`config.mk`:
```
export PLATFORM = sky130hd
export DESIGN_NAME = water_heater_controller
export DESIGN_NICKNAME = d
export VERILOG_FILES = /design/src/rtl/washer_pkg.sv /design/src/rtl/heater_timeout_timer.sv /design/src/rtl/water_heater_controller.sv
export SDC_FILE = /design/constraint.sdc
export NUM_CORES = 1
export LEC_CHECK = 0
export ABC_AREA = 1
export BUFFER_PORTS_ARGS = -buffer_cell sky130_fd_sc_hd__buf_2
export CAP_MARGIN = 40
export CORE_MARGIN = 1.5
export CORE_UTILIZATION = 52
export DETAILED_ROUTE_END_ITERATION = 16
export PLACE_DENSITY = 0.78
export SYNTH_ARGS = -nofsm -noshare
export SYNTH_HDL_FRONTEND = slang
export SYNTH_SLANG_ARGS = --single-unit
export TNS_END_PERCENT = 20
```
`constraint.sdc`:
```
create_clock -name clk -period 1.8 [get_ports clk]
set_input_delay 0.36 -clock clk [delete_from_list [all_inputs] [get_ports clk]]
set_output_delay 0.36 -clock clk [all_outputs]
set_load 0.005 [all_outputs]
```
`src/rtl/washer_pkg.sv`:
```
// Shared washer definitions: temperature widths, cold-wash target and the
// heater sequencer state encoding.
package washer_pkg;

  localparam int TEMP_W   = 6;
  localparam int SENSOR_W = 7;

  // A requested temperature of zero means a cold wash: no heating at all.
  localparam logic [TEMP_W-1:0] TEMP_COLD = '0;

  typedef enum logic [1:0] {
    IDLE     = 2'd0,
    HEAT     = 2'd1,
    MAINTAIN = 2'd2,
    FAULT    = 2'd3
  } heater_state_t;

endpackage

```
`src/rtl/heater_timeout_timer.sv`:
```
// Heating watchdog: 16-bit cycle counter that flags when it has counted
// LIMIT-1 cycles since the last clear. Used only when HEATER_TIMEOUT_EN
// is defined.
module heater_timeout_timer #(
  parameter int unsigned LIMIT = 6000
) (
  input  logic clk,
  input  logic reset,
  input  logic clear,
  input  logic enable,
  output logic expired
);

  localparam logic [15:0] LAST = 16'(LIMIT - 1);

  logic [15:0] count;

  // Count while enabled; clear has priority so the count restarts at zero.
  always_ff @(posedge clk or posedge reset) begin
    if (reset) begin
      count <= '0;
    end else if (clear) begin
      count <= '0;
    end else if (enable) begin
      count <= count + 16'd1;
    end
  end

  assign expired = (count == LAST);

endmodule

```
`src/rtl/water_heater_controller.sv`:
```
// Closed-loop heater sequencer: heats the drum water to the latched target,
// then holds it with hysteresis until aborted. Every output is registered.
// Optional macro HEATER_TIMEOUT_EN builds in the heating watchdog and the
// FAULT state; without it, HEAT waits indefinitely and fault stays 0.
//
// Handshake: start is a single-cycle request sampled only in IDLE; abort is
// a level honoured in any non-IDLE state and wins over start and every
// other condition. No ready/acknowledge is returned; busy reflects state.
module water_heater_controller
  import washer_pkg::*;
#(
  parameter int HYST           = 2,
  parameter int TIMEOUT_CYCLES = 6000
) (
  input  logic                clk,
  input  logic                reset,
  input  logic                start,
  input  logic                abort,
  input  logic [TEMP_W-1:0]   target_temperature,
  input  logic [SENSOR_W-1:0] water_temperature,
  input  logic                sensor_valid,
  output logic                heater_on,
  output logic                temp_reached,
  output logic                reached_pulse,
  output logic                busy,
  output logic                fault
);

  // Reject a timeout that does not fit the 16-bit watchdog.
  if (TIMEOUT_CYCLES < 1 || TIMEOUT_CYCLES > 65535) begin : g_bad_timeout
    $error("TIMEOUT_CYCLES must be in 1..65535");
  end

  localparam logic [7:0] HYST8 = 8'(HYST);

  heater_state_t       state, state_n;
  logic [TEMP_W-1:0]   target, target_n;
  logic                heater_n;
  logic                pulse_n;
  logic                timed_out;

  // Latched target widened to sensor width; the hysteresis sum to 8 bits.
  logic [SENSOR_W-1:0] target7;
  logic [7:0]          water_plus_hyst;
  logic                at_target;
  logic                below_band;

  assign target7         = {1'b0, target};
  assign water_plus_hyst = {1'b0, water_temperature} + HYST8;
  assign at_target       = water_temperature >= target7;
  assign below_band      = water_plus_hyst <= {2'b00, target};

`ifdef HEATER_TIMEOUT_EN
  logic timer_expired;

  // Counter restarts whenever we are outside HEAT, so it reads zero on the
  // first HEAT cycle and FAULT lands exactly TIMEOUT_CYCLES edges after entry.
  heater_timeout_timer #(
    .LIMIT(TIMEOUT_CYCLES)
  ) u_timer (
    .clk    (clk),
    .reset  (reset),
    .clear  (state != HEAT),
    .enable (state == HEAT),
    .expired(timer_expired)
  );

  assign timed_out = timer_expired;
`else
  assign timed_out = 1'b0;
`endif

  // Next state, latched target and next heater drive.
  always_comb begin
    state_n  = state;
    target_n = target;
    heater_n = heater_on;
    pulse_n  = 1'b0;
    case (state)
      IDLE: begin
        heater_n = 1'b0;
        if (start && !abort) begin
          target_n = target_temperature;
          if (target_temperature == TEMP_COLD) begin
            state_n = MAINTAIN;
          end else begin
            state_n  = HEAT;
            heater_n = 1'b1;
          end
        end
      end
      HEAT: begin
        heater_n = 1'b1;
        // Reaching the target beats a same-cycle timeout.
        if (sensor_valid && at_target) begin
          state_n  = MAINTAIN;
          heater_n = 1'b0;
          pulse_n  = 1'b1;
        end else if (timed_out) begin
          state_n  = FAULT;
          heater_n = 1'b0;
        end
      end
      MAINTAIN: begin
        if (sensor_valid) begin
          if (at_target) begin
            heater_n = 1'b0;
          end else if (below_band) begin
            heater_n = 1'b1;
          end
        end
      end
      FAULT: begin
        heater_n = 1'b0;
      end
      default: begin
        state_n  = IDLE;
        heater_n = 1'b0;
      end
    endcase
    if (abort && state != IDLE) begin
      state_n  = IDLE;
      heater_n = 1'b0;
      pulse_n  = 1'b0;
    end
  end

  // State, target and all outputs share one register stage.
  always_ff @(posedge clk or posedge reset) begin
    if (reset) begin
      state         <= IDLE;
      target        <= '0;
      heater_on     <= 1'b0;
      temp_reached  <= 1'b0;
      reached_pulse <= 1'b0;
      busy          <= 1'b0;
    end else begin
      state         <= state_n;
      target        <= target_n;
      heater_on     <= heater_n;
      temp_reached  <= (state_n == MAINTAIN);
      reached_pulse <= pulse_n;
      busy          <= (state_n != IDLE);
    end
  end

`ifdef HEATER_TIMEOUT_EN
  // Fault flag mirrors residency in FAULT.
  always_ff @(posedge clk or posedge reset) begin
    if (reset) begin
      fault <= 1'b0;
    end else begin
      fault <= (state_n == FAULT);
    end
  end
`else
  assign fault = 1'b0;
`endif

endmodule
```
## Yosys cells after proc, flatten, opt, wreduce, memory -nomap -nowiden

Cells that the tools add are included.

| operators by class | value |
|---|---|
| add/subtract/negate cells | 1 |
| magnitude comparators | 2 |
| equal/unequal tests | 6 |
| muxes and demuxes | 16 |
| reductions and logical operators | 10 |

Operator list:

| cell | number |
|---|---|
| $mux 1 | 10 |
| $add 7x2->8 const B | 1 |
| $le 8x6->1 | 1 |
| $mux 2 | 4 |
| $ge 7x6->1 | 1 |
| $eq 2x2->1 const B | 3 |
| $logic_not 6->1 | 1 |
| $ne 4x4->1 const B | 1 |
| $pmux 1 s4 | 1 |
| $pmux 2 s2 | 1 |
| $reduce_and 2->1 | 2 |
| $reduce_bool 2->1 | 2 |
| $logic_and 1x1->1 | 3 |
| $ne 3x3->1 const B | 1 |
| $eq 2x1->1 const B | 1 |
| $logic_not 2->1 | 1 |
| $logic_not 1->1 | 1 |

| storage, ports and cells | value |
|---|---|
| flip-flop bits (word level) | 12 |
| input bits | 18 |

## Depth between registers and ports, before layout

Gate-level depths: netlist (run 1).

| depth | value |
|---|---|
| depth in word-level cells | 7 |
| gate-level depth with buffers | 16 |
| mapped depth without buffers | 16 |

## Least setup slack after synthesis (run 1)

OpenSTA, ideal clock, no wires.

| path | value |
|---|---|
| path type | input-to-reg |
| from | in water_temperature[1] |
| to | reg heater_on |
| setup time | 0.117 ns |
| arrival | 1.598 ns |
| data required time | 1.683 ns |
| setup slack | 0.084 ns |
| cell stages on the path | 16 |
| path buffers | 0 |
| cell sequence | ha_1 > nand2_1 > inv_2 > nand2_1 > xor2_1 > inv_1 > ha_1 > nand2_1 > inv_1 > nand2_1 > nand2_1 > nand2_1 > nand2_1 > nand2_1 > nand3_1 > nand2_1 |

| on the way | value |
|---|---|
| longest elaborated chain between the ends | 5 |

RTL lines:

| what | line | source |
|---|---|---|
| start: declaration | water_heater_controller.sv:20 | `input logic [SENSOR_W-1:0] water_temperature,` |
| parallel branches: the longest is 5 deep, another holds $add 7x2->8 | -- |  |
| end signal: assignment | water_heater_controller.sv:140 | `heater_on <= heater_n;` |
| end: declaration | water_heater_controller.sv:22 | `output logic heater_on,` |

Several ways; the timed one is not identified. The select of a mux whose other input is x is not followed.
A chain may end at the register's enable or synchronous reset.

## Worst setup path in the final report (run 1)

| path | value |
|---|---|
| from | reg target[5] |
| to | reg temp_reached |

| on the way | value |
|---|---|
| longest elaborated chain between the ends | 6 |

RTL lines:

| what | line | source |
|---|---|---|
| start: declaration | water_heater_controller.sv:37 | `logic [TEMP_W-1:0] target, target_n;` |
| start signal: assignment | water_heater_controller.sv:139 | `target <= target_n;` |
| $ge 7x6->1 | water_heater_controller.sv:50 | `assign at_target = water_temperature >= target7;` |
| $logic_and 1x1->1 | water_heater_controller.sv:95 | `if (sensor_valid && at_target) begin` |
| $mux 2 | water_heater_controller.sv:95 |  |
| $pmux 2 s2 | water_heater_controller.sv:79 | `case (state)` |
| $mux 2 | water_heater_controller.sv:121 | `if (abort && state != IDLE) begin` |
| net state_n[0] | water_heater_controller.sv:36 | `heater_state_t state, state_n;` |
| $eq 2x2->1 | water_heater_controller.sv:141 | `temp_reached <= (state_n == MAINTAIN);` |
| end signal: assignment | water_heater_controller.sv:141 |  |
| end: declaration | water_heater_controller.sv:23 | `output logic temp_reached,` |

The timed path passes the listed nets, and every way through them passes these cells.

==> impl_metrics.toml, run 1 <==
[clock_tree]
clockBufferDepth = 2
htree_levels = 1
clock_latency_ns = 0.27
root_buffer = "clkbuf_4"
cts_tree = "built"
numCtsBuffers = 3
postCtsSetupBuffers = 0
cts_hold_buf = 0
clock-sinks = 12
clk_pin_slew_ns = 0.07

[logic_synthesis]
synthMuxAreaShare_pct = 0
syn-num-nets = 172
ys_seq_area_share_pct = 31.1
synth-simple-area-share_pct = 31.0
synthXorXnorAreaFrac_pct = 1.82
ys_ff_latch = 12
synthCells = 142
synth_top_area_share_pct = 31.1
ys_types = 19
synth_area_leader_cell = "dfrtp_1"
synth_top_family_by_area = "simple AND/OR/NAND/NOR gates"
synth_area_per_cell_um2 = 6.79
ys_top_cells_by_area = "dfrtp_1 31%, nand2_1 16%, ha_1 16%"
synth_adder_area_share_pct = 15.6
ys_warn_count = 0
synth_compound_area_share_pct = 8.30
synth_area_um2 = 965

[routing]
totalWireLength_um = 1920
drt-met1-wl_um = 853
highest_layer = "met4"
vias = 894
antenna_left = 0
dr_wl_met2_um = 947
wl_met3_um = 74
via_per_inst = 4.63
firstDrtPassIters = 4
drc = 0
drt-wirelength-per-cell_um = 9.94
drt_iter0_drc = 5

[placement]
dp_hpwl_um = 1650
pre_cts_slack_ns = -0.170
port_buffers = 21
gp_congestion = 0.862
placed_cell_area_mm2 = 0.00112

[sta]
clock_skew_ns = 0.00521
period_minus_slack_ns = 1.62
rsz0062_at_grt = "no"
slew_violations = 0
max_freq_ghz = 0.619
fin_crit_sh_pct = 89.7
finalSetupViolCount = 0
hold_violations = 0
tns_ns = 0
fin_ws_ns = 0.185

[setup_path]
crit_arrival_ns = 1.78
end_kind = "register"
required_ns = 1.96
startpoint_type = "register"
worstPathMaxFanout = 3
cp-startpoint = "target[5]$_DFFE_PP0P_"
r2r_slack_ns = 0.18
path_class = "reg2reg"
rr_startpoint = "target[5]$_DFFE_PP0P_"

[cells_and_area]
multi_input_area_um2 = 573
stdcell_area_mm2 = 0.00116
fin_nets = 200
final_util_pct = 67.4
seq_area_um2 = 300
syn2layout_area_growth_pct = 20.6
n_fill_cell = 161
diodes = 0
layout-drive-gt1-share_pct = 28.6

[pwr]
power.leakage_nw = 0.678
total_power_mw = 1.41
ir_drop_v = 0.000692
power.density_mw_per_mm2 = 1210

[global_routing]
grt.overflow.total = 0
antenna_found_initial = 0
grt_pass1_wl_um = 3340
track_usage_pct = 22.7
grt_pass1_vias = 859
grt_max_degree = 13

[floorplanning]
die_w_um = 46.1
core_mm2 = 0.00173
die_h_um = 46.1
die_area_mm2 = 0.00212
start_util_pct = 55.9
rows = 15
io_pins = 23

[run_status]
status = "finished clean"

[flow_run]
maxCapViolations = 0

[worst_hold_path]
min_path_type = "in2async"
cell usage after synthesis:
cell type   n
nand2_1    42
inv_1      22
nor2_1     18
dfrtp_1    12
ha_1       12
o21ai_1     6
a21oi_1     5
inv_2       5
nand3_1     5
nand2_2     3
a21oi_2     2
nor2_2      2
xor2_1      2
a21boi_1    1
buf_2       1
buf_4       1
conb_1      1
nand4_1     1
nor2_4      1
flip-flops by register name, indices dropped and copies added, names as in the netlist:
signal / count
busy: 1
heater_on: 1
state: 2
temp_reached: 1
reached_pulse: 1
target: 6
cell type report:
class	instances	area share [%]
multi-input combinational	101	49.2
sequential	12	25.8
timing repair buffer	25	11.6
inverter	27	8.71
tap	25	2.69
clock buffer	3	1.94
power breakdown:
group | internal, mW | switching (mW)
logic | 0.317 | 0.491
clock network | 0.0774 | 0.0801
registers | 0.391 | 0.0532
total | 0.785 | 0.625
stage by stage:
step                      hold slack (ns)  std cells
final                              0.0829        193
after global routing                0.125        193
after CTS                          0.0884        193
after detailed placement            0.390        190
after global placement              0.376        190
after floorplan                     0.225        142
worst max-delay path, stage by stage (launching register included):
cell and delay (ns):
dfrtp_1 0.38, inv_2 0.10, ha_1 0.25, nand2_1 0.09, inv_1 0.05, a21oi_2 0.17, nand2_2 0.10, nand2_2 0.07
nand2_2 0.05, a21oi_2 0.19, nor2_1 0.06
placed cells by master, fill, tap and decap left out:
master / Yosys / routed
inv_1: 22 / 20
a21oi_2: 2 / 2
a21oi_1: 5 / 5
o21ai_1: 6 / 6
nand2_1: 42 / 39
nand2_2: 3 / 6
nand4_1: 1 / 1
dfrtp_1: 12 / 12
nand3_1: 5 / 5
nor2_4: 1 / 1
inv_2: 5 / 7
nor2_1: 18 / 18
xor2_1: 2 / 2
a21boi_1: 1 / 1
ha_1: 12 / 10
clkbuf_4: 0 / 3
ha_2: 0 / 1
conb_1: 1 / 1
ha_4: 0 / 1
buf_4: 1 / 4
nor2_2: 2 / 2
buf_2: 1 / 21
final timing paths:
path / endpoint / depth (start not counted)
min: state[1]$_DFF_PP0_ / 2
min reg2reg: target[0]$_DFFE_PP0P_ / 2
max in group asynchronous: target[0]$_DFFE_PP0P_ / 2
max reg2reg: temp_reached$_DFF_PP0_ / 10
max: temp_reached$_DFF_PP0_ / 10
min in group clk: reached_pulse$_DFF_PP0_ / 2
cell families after synthesis:
logic type	Yosys count
AO/OA/AOI/OAI	14
AND/OR/NAND/NOR	72
flip-flops	12
adder cells (fa/ha/maj)	12
buffers and inverters	29
other	1
XOR/XNOR	2
layer usage:
layer	vias up	GRT usage [%]
li1	487	-
met1	383	26.2
met2	18	39.2
met3	6	4.31
met4	0	12.0
met5	-	0
timing repair:
| action | CTS | global route |
|---|---|---|
| hold endpoints to repair | 0 | 0 |
| setup endpoints to repair | 0 | 1 |
| resized for setup | 0 | 7 |
No activity file was read; power rests on OpenSTA's default activity.
==> inputs of run 2 (changes only) <==
- ABC_AREA: 1 -> default
- CORE_UTILIZATION: 52 -> 51
- PLACE_DENSITY: 0.78 -> 0.77
==> impl_metrics.toml, run 2 <==
[run_status]
status = "complete, but fails checks"
violations = "setup timing"

[pwr]
power.density_mw_per_mm2 = 883
total_power_mw = 1.05
power.leakage_nw = 0.605
p_comb_share_pct = 44.8
power_report.internal_total_uw = 679
switching_share_pct = 35.1
p_seq_share_pct = 32.9
ir_drop_v = 0.000663
p_clk_share_pct = 22.3
switchingPower_uw = 367

[sta]
slew_violations = 0
finalSetupViolCount = 4
max_freq_ghz = 0.537
tns_ns = -0.106
rsz0062_at_grt = "yes"
fin_crit_sh_pct = 104
hold_violations = 0
fin_ws_ns = -0.0636
whs_ns = 0.0675
period_minus_slack_ns = 1.86
clock_skew_ns = 0.00931

[placement]
placedCellCount = 152
dp_hpwl_um = 1750
gp_congestion = 0.774
pre_cts_slack_ns = -0.254
port_buffers = 21
placed_cell_area_mm2 = 0.00113

[worst_hold_path]
min_path_type = "in2async"

[logic_synthesis]
ys_types = 34
synth_area_um2 = 896
synth_common_cells = "12 x dfrtp_1, 12 x ha_1, 10 x nand2_1, 10 x nor2_1"
synth_adder_area_share_pct = 16.8
yosys_most_used_dff = "dfrtp_1"
synth_area_leader_cell = "dfrtp_1"
ys_ff_latch = 12
ys_warn_count = 0
synth_top_area_share_pct = 33.5
synth_area_per_cell_um2 = 8.61
synthCells = 104
synth-edff-count = 0
synth-simple-area-share_pct = 19.6
syn-num-nets = 134
synth_compound_area_share_pct = 20.4
async_flop_share_pct = 100
synthXorXnorAreaFrac_pct = 2.93
ys_seq_area_share_pct = 33.5
ys_top_cells_by_area = "dfrtp_1 34%, ha_1 17%, o21ai_1 4.5%"
synth_top_family_by_area = "compound AO/OA/AOI/OAI gates"
synthMuxAreaShare_pct = 1.26

[setup_path]
startpoint_type = "register"
reg2reg_to = "state[1]$_DFF_PP0_"
cp-endpoint = "state[1]$_DFF_PP0_"
worstPathMaxFanout = 4
end_kind = "register"
path_class = "reg2reg"
crit_arrival_ns = 2.04
r2r_slack_ns = -0.06
required_ns = 1.98
rr_startpoint = "target[4]$_DFFE_PP0P_"
rr_worst_depth = 8
cp-startpoint = "target[4]$_DFFE_PP0P_"

[clock_tree]
clock_latency_ns = 0.29
clk_pin_slew_ns = 0.09
clockBufferDepth = 2
root_buffer = "clkbuf_4"
numCtsBuffers = 3
clock-sinks = 12
cts_hold_buf = 0
cts_tree = "built"
htree_levels = 1

[floorplanning]
start_util_pct = 56.8
io_pins = 23
die_area_mm2 = 0.00202
rows = 14
core_mm2 = 0.00158
die_h_um = 44.9
die_w_um = 44.9

[cells_and_area]
stdcell_area_mm2 = 0.00118
syn2layout_area_growth_pct = 32.1
n_fill_cell = 118
layout-drive-gt1-share_pct = 34.0
final_util_pct = 75.1
fin_nets = 172
layout_commonest_cell = "buf_2"
most-common-layout-cells = "21 x buf_2, 15 x buf_4, 12 x dfrtp_1"
diodes = 0
regMostFlops = "target"
largest_reg_flops = 6
top_regs = "target x6, state x2"
final_cells = 157

[routing]
vias = 888
totalWireLength_um = 2280
drt_iter0_drc = 21
via_per_inst = 5.66
firstDrtPassIters = 5
antenna_left = 0
drt-wirelength-per-cell_um = 14.5
drc = 0

[global_routing]
antenna_found_initial = 0
grt_pass1_vias = 874
grt_max_degree = 13
track_usage_pct = 25.4
grt.overflow.total = 0
grt_pass1_wl_um = 3660

[flow_run]
maxCapViolations = 0
-- run 2: timing repair --
| item | in CTS | in global routing |
|---|---|---|
| gates resized for setup | 3 | 0 |
| buffers inserted | 0 | 1 |
| endpoints found under the setup margin | 4 | 4 |
| pin swaps | 6 | 5 |
| gates cloned | 0 | 0 |
| hold endpoints to repair | 0 | 0 |
-- run 2: cells by family (layout without fill, tap and decap cells) --
| family | after synthesis | in the layout |
|---|---|---|
| xor gates and xnor gates | 3 | 3 |
| and+or+nand+nor | 37 | 37 |
| other | 1 | 1 |
| adders and majority gates | 12 | 12 |
| DFF | 12 | 12 |
| muxes | 1 | 1 |
| buffers and inverters | 11 | 48 |
| AOI/OAI and AO/OA | 27 | 27 |
-- run 2: cell type report --
cell class | instances | area [um2] | share of cell area, %
well taps | 16 | 20.0 | 1.69
inverters | 8 | 30.0 | 2.54
clock buffers | 4 | 36.3 | 3.07
repair buffers | 36 | 218 | 18.4
flip-flops and latches | 12 | 300 | 25.4
multi-input cells | 81 | 579 | 48.9
-- run 2: worst min-delay path by stage --
stage | start | cells past startpoint | end | slack, ns
after global placement | reset | 2 | reached_pulse$_DFF_PP0_ | 0.39
after CTS | reset | 2 | target[5]$_DFFE_PP0P_ | 0.09
after global routing | reset | 2 | target[5]$_DFFE_PP0P_ | 0.13
after floorplan | reset | 1 | busy$_DFF_PP0_ | 0.22
final | reset | 2 | target[5]$_DFFE_PP0P_ | 0.07
after detailed placement | reset | 2 | busy$_DFF_PP0_ | 0.40
-- run 2: power groups by stage --
| stage | Combinational, mW | Clock, mW | Sequential [mW] |
|---|---|---|---|
| after floorplan | 0.265 | 0 | 0.339 |
| after global placement | 0.416 | 0 | 0.346 |
| after detailed placement | 0.445 | 0 | 0.349 |
| after CTS | 0.460 | 0.226 | 0.344 |
| after global routing | 0.520 | 0.238 | 0.349 |
| final | 0.468 | 0.233 | 0.344 |
-- run 2: worst max-delay path: stages, from the launching register on --
cell and delay, ns:
dfrtp_1 0.39, inv_2 0.08, ha_4 0.19, a21o_1 0.15, a211o_1 0.30, a41oi_2 0.22, nand2b_4 0.20, a21oi_2 0.06
o21ba_1 0.17
-- run 2: metal layers --
metal / vias to the layer above / track usage [%] / part of all wire, %
met5: - / 0 / 0
met4: 0 / 10.6 / 1.0
met3: 2 / 2.40 / 5.4
met2: 36 / 47.0 / 51
met1: 411 / 29.6 / 42
li1: 439 / - / -
==> inputs of run 3 (changes only) <==
- CAP_MARGIN: 40 -> default
- CORE_UTILIZATION: 51 -> 46
- PLACE_DENSITY: 0.77 -> 0.74
- clock period: 1.8 -> 1.5 ns (I/O delays scaled with it)
==> impl_metrics.toml, run 3 (synthesis gave the netlist of run 2 again) <==
[placement]
dp_hpwl_um = 1710
gp_congestion = 0.777
port_buffers = 21
placedCellCount = 162
pre_cts_slack_ns = -0.471
placed_cell_area_mm2 = 0.00117

[setup_path]
startpoint_type = "register"
path_delay_family = "compound AO/OA/AOI/OAI gates"
required_ns = 1.66
path_class = "reg2reg"
end_kind = "register"
crit_chain = "inv_2, ha_4, a21o_1, a211o_1, a41oi_2, nand2b_4, a21oi_2, o21ba_1"
crit_arrival_ns = 2.00
crit_slowest_cell = "dfrtp_1"
worstPathMaxFanout = 4
slowest_delay_ns = 0.37
path_buf_inv = 1

[sta]
rsz0062_at_grt = "yes"
clock_skew_ns = 0.00704
fin_crit_sh_pct = 122
tns_ns = -1.31
period_minus_slack_ns = 1.84
hold_violations = 0
max_freq_ghz = 0.545
finalSetupViolCount = 5
fin_ws_ns = -0.336
slew_violations = 0
whs_ns = 0.0203

[pwr]
total_power_mw = 1.21
power.density_mw_per_mm2 = 995
power.leakage_nw = 0.608
ir_drop_v = 0.000841

[worst_hold_path]
min_path_type = "in2async"

[cells_and_area]
most-common-layout-cells = "21 x buf_2, 15 x buf_4, 12 x dfrtp_1"
largest_reg_flops = 6
fin_nets = 172
final_cells = 166
layout_commonest_cell = "buf_2"
diodes = 0
layout-drive-gt1-share_pct = 35.5
stdcell_area_mm2 = 0.00121
regMostFlops = "target"
syn2layout_area_growth_pct = 35.3
top_regs = "target x6, state x2"
final_util_pct = 68.0

[floorplanning]
rows = 15
start_util_pct = 50.2
die_area_mm2 = 0.00222
core_mm2 = 0.00178
die_h_um = 47.1
die_w_um = 47.1
io_pins = 23

[global_routing]
use_met3_pct = 6.92
antenna_found_initial = 0
grt_pass1_vias = 820
use_met1_pct = 25.7
grt_util_met2_pct = 38.9
grt_max_degree = 13
busiest_layer = "met2"
grt.overflow.total = 0
grt_pass1_wl_um = 3390
track_usage_pct = 21.9

[routing]
via_per_inst = 5.15
vias = 855
totalWireLength_um = 2030
firstDrtPassIters = 4
drc = 0
drt_iter0_drc = 13
drt-wirelength-per-cell_um = 12.2
antenna_left = 0

[clock_tree]
clockBufferDepth = 2
numCtsBuffers = 3
cts_tree = "built"
clock_latency_ns = 0.27
postCtsSetupBuffers = 0
cts_hold_buf = 0
clock-sinks = 12
htree_levels = 1
clk_pin_slew_ns = 0.08
root_buffer = "clkbuf_4"

[run_status]
violations = "setup timing"
status = "complete, but fails checks"

[flow_run]
maxCapViolations = 0
run 3: per-layer routing:
metal,vias to the layer above,wire length (um)
met1,383,901
met3,4,105
li1,439,-
met4,0,25
met2,29,1000
met5,-,0
run 3: power by group:
part	switching, mW	total, mW	internal [mW]	leakage, nW
logic	0.259	0.542	0.283	0.434
registers	0.0318	0.412	0.381	0.153
clock network	0.104	0.251	0.148	0.0210
total	0.395	1.21	0.811	0.608
run 3: worst paths after layout:
kind	from	cells after the start	slack, ns	end
hold / removal	reset	2	0.02	reached_pulse$_DFF_PP0_
max in group asynchronous	reset	2	1.16	state[1]$_DFF_PP0_
min in group clk	target_temperature[3]	3	0.25	target[3]$_DFFE_PP0P_
setup / recovery	target[4]$_DFFE_PP0P_	8	-0.34	state[1]$_DFF_PP0_
hold reg to reg	target[0]$_DFFE_PP0P_	1	0.53	target[0]$_DFFE_PP0P_
setup reg to reg	target[4]$_DFFE_PP0P_	8	-0.34	state[1]$_DFF_PP0_
run 3: final cells by class:
type	count	area [um2]
multi-input cells	81	597
flip-flops and latches	12	300
repair buffers	36	218
clock buffers	4	36.3
fillers	151	571
inverters	8	30.0
well taps	25	31.3
run 3: timing repair:
item,CTS,global route
pin swaps,2,1
setup endpoints to repair,5,6
cloned,0,0
hold endpoints to repair,0,0
resized for setup,0,1
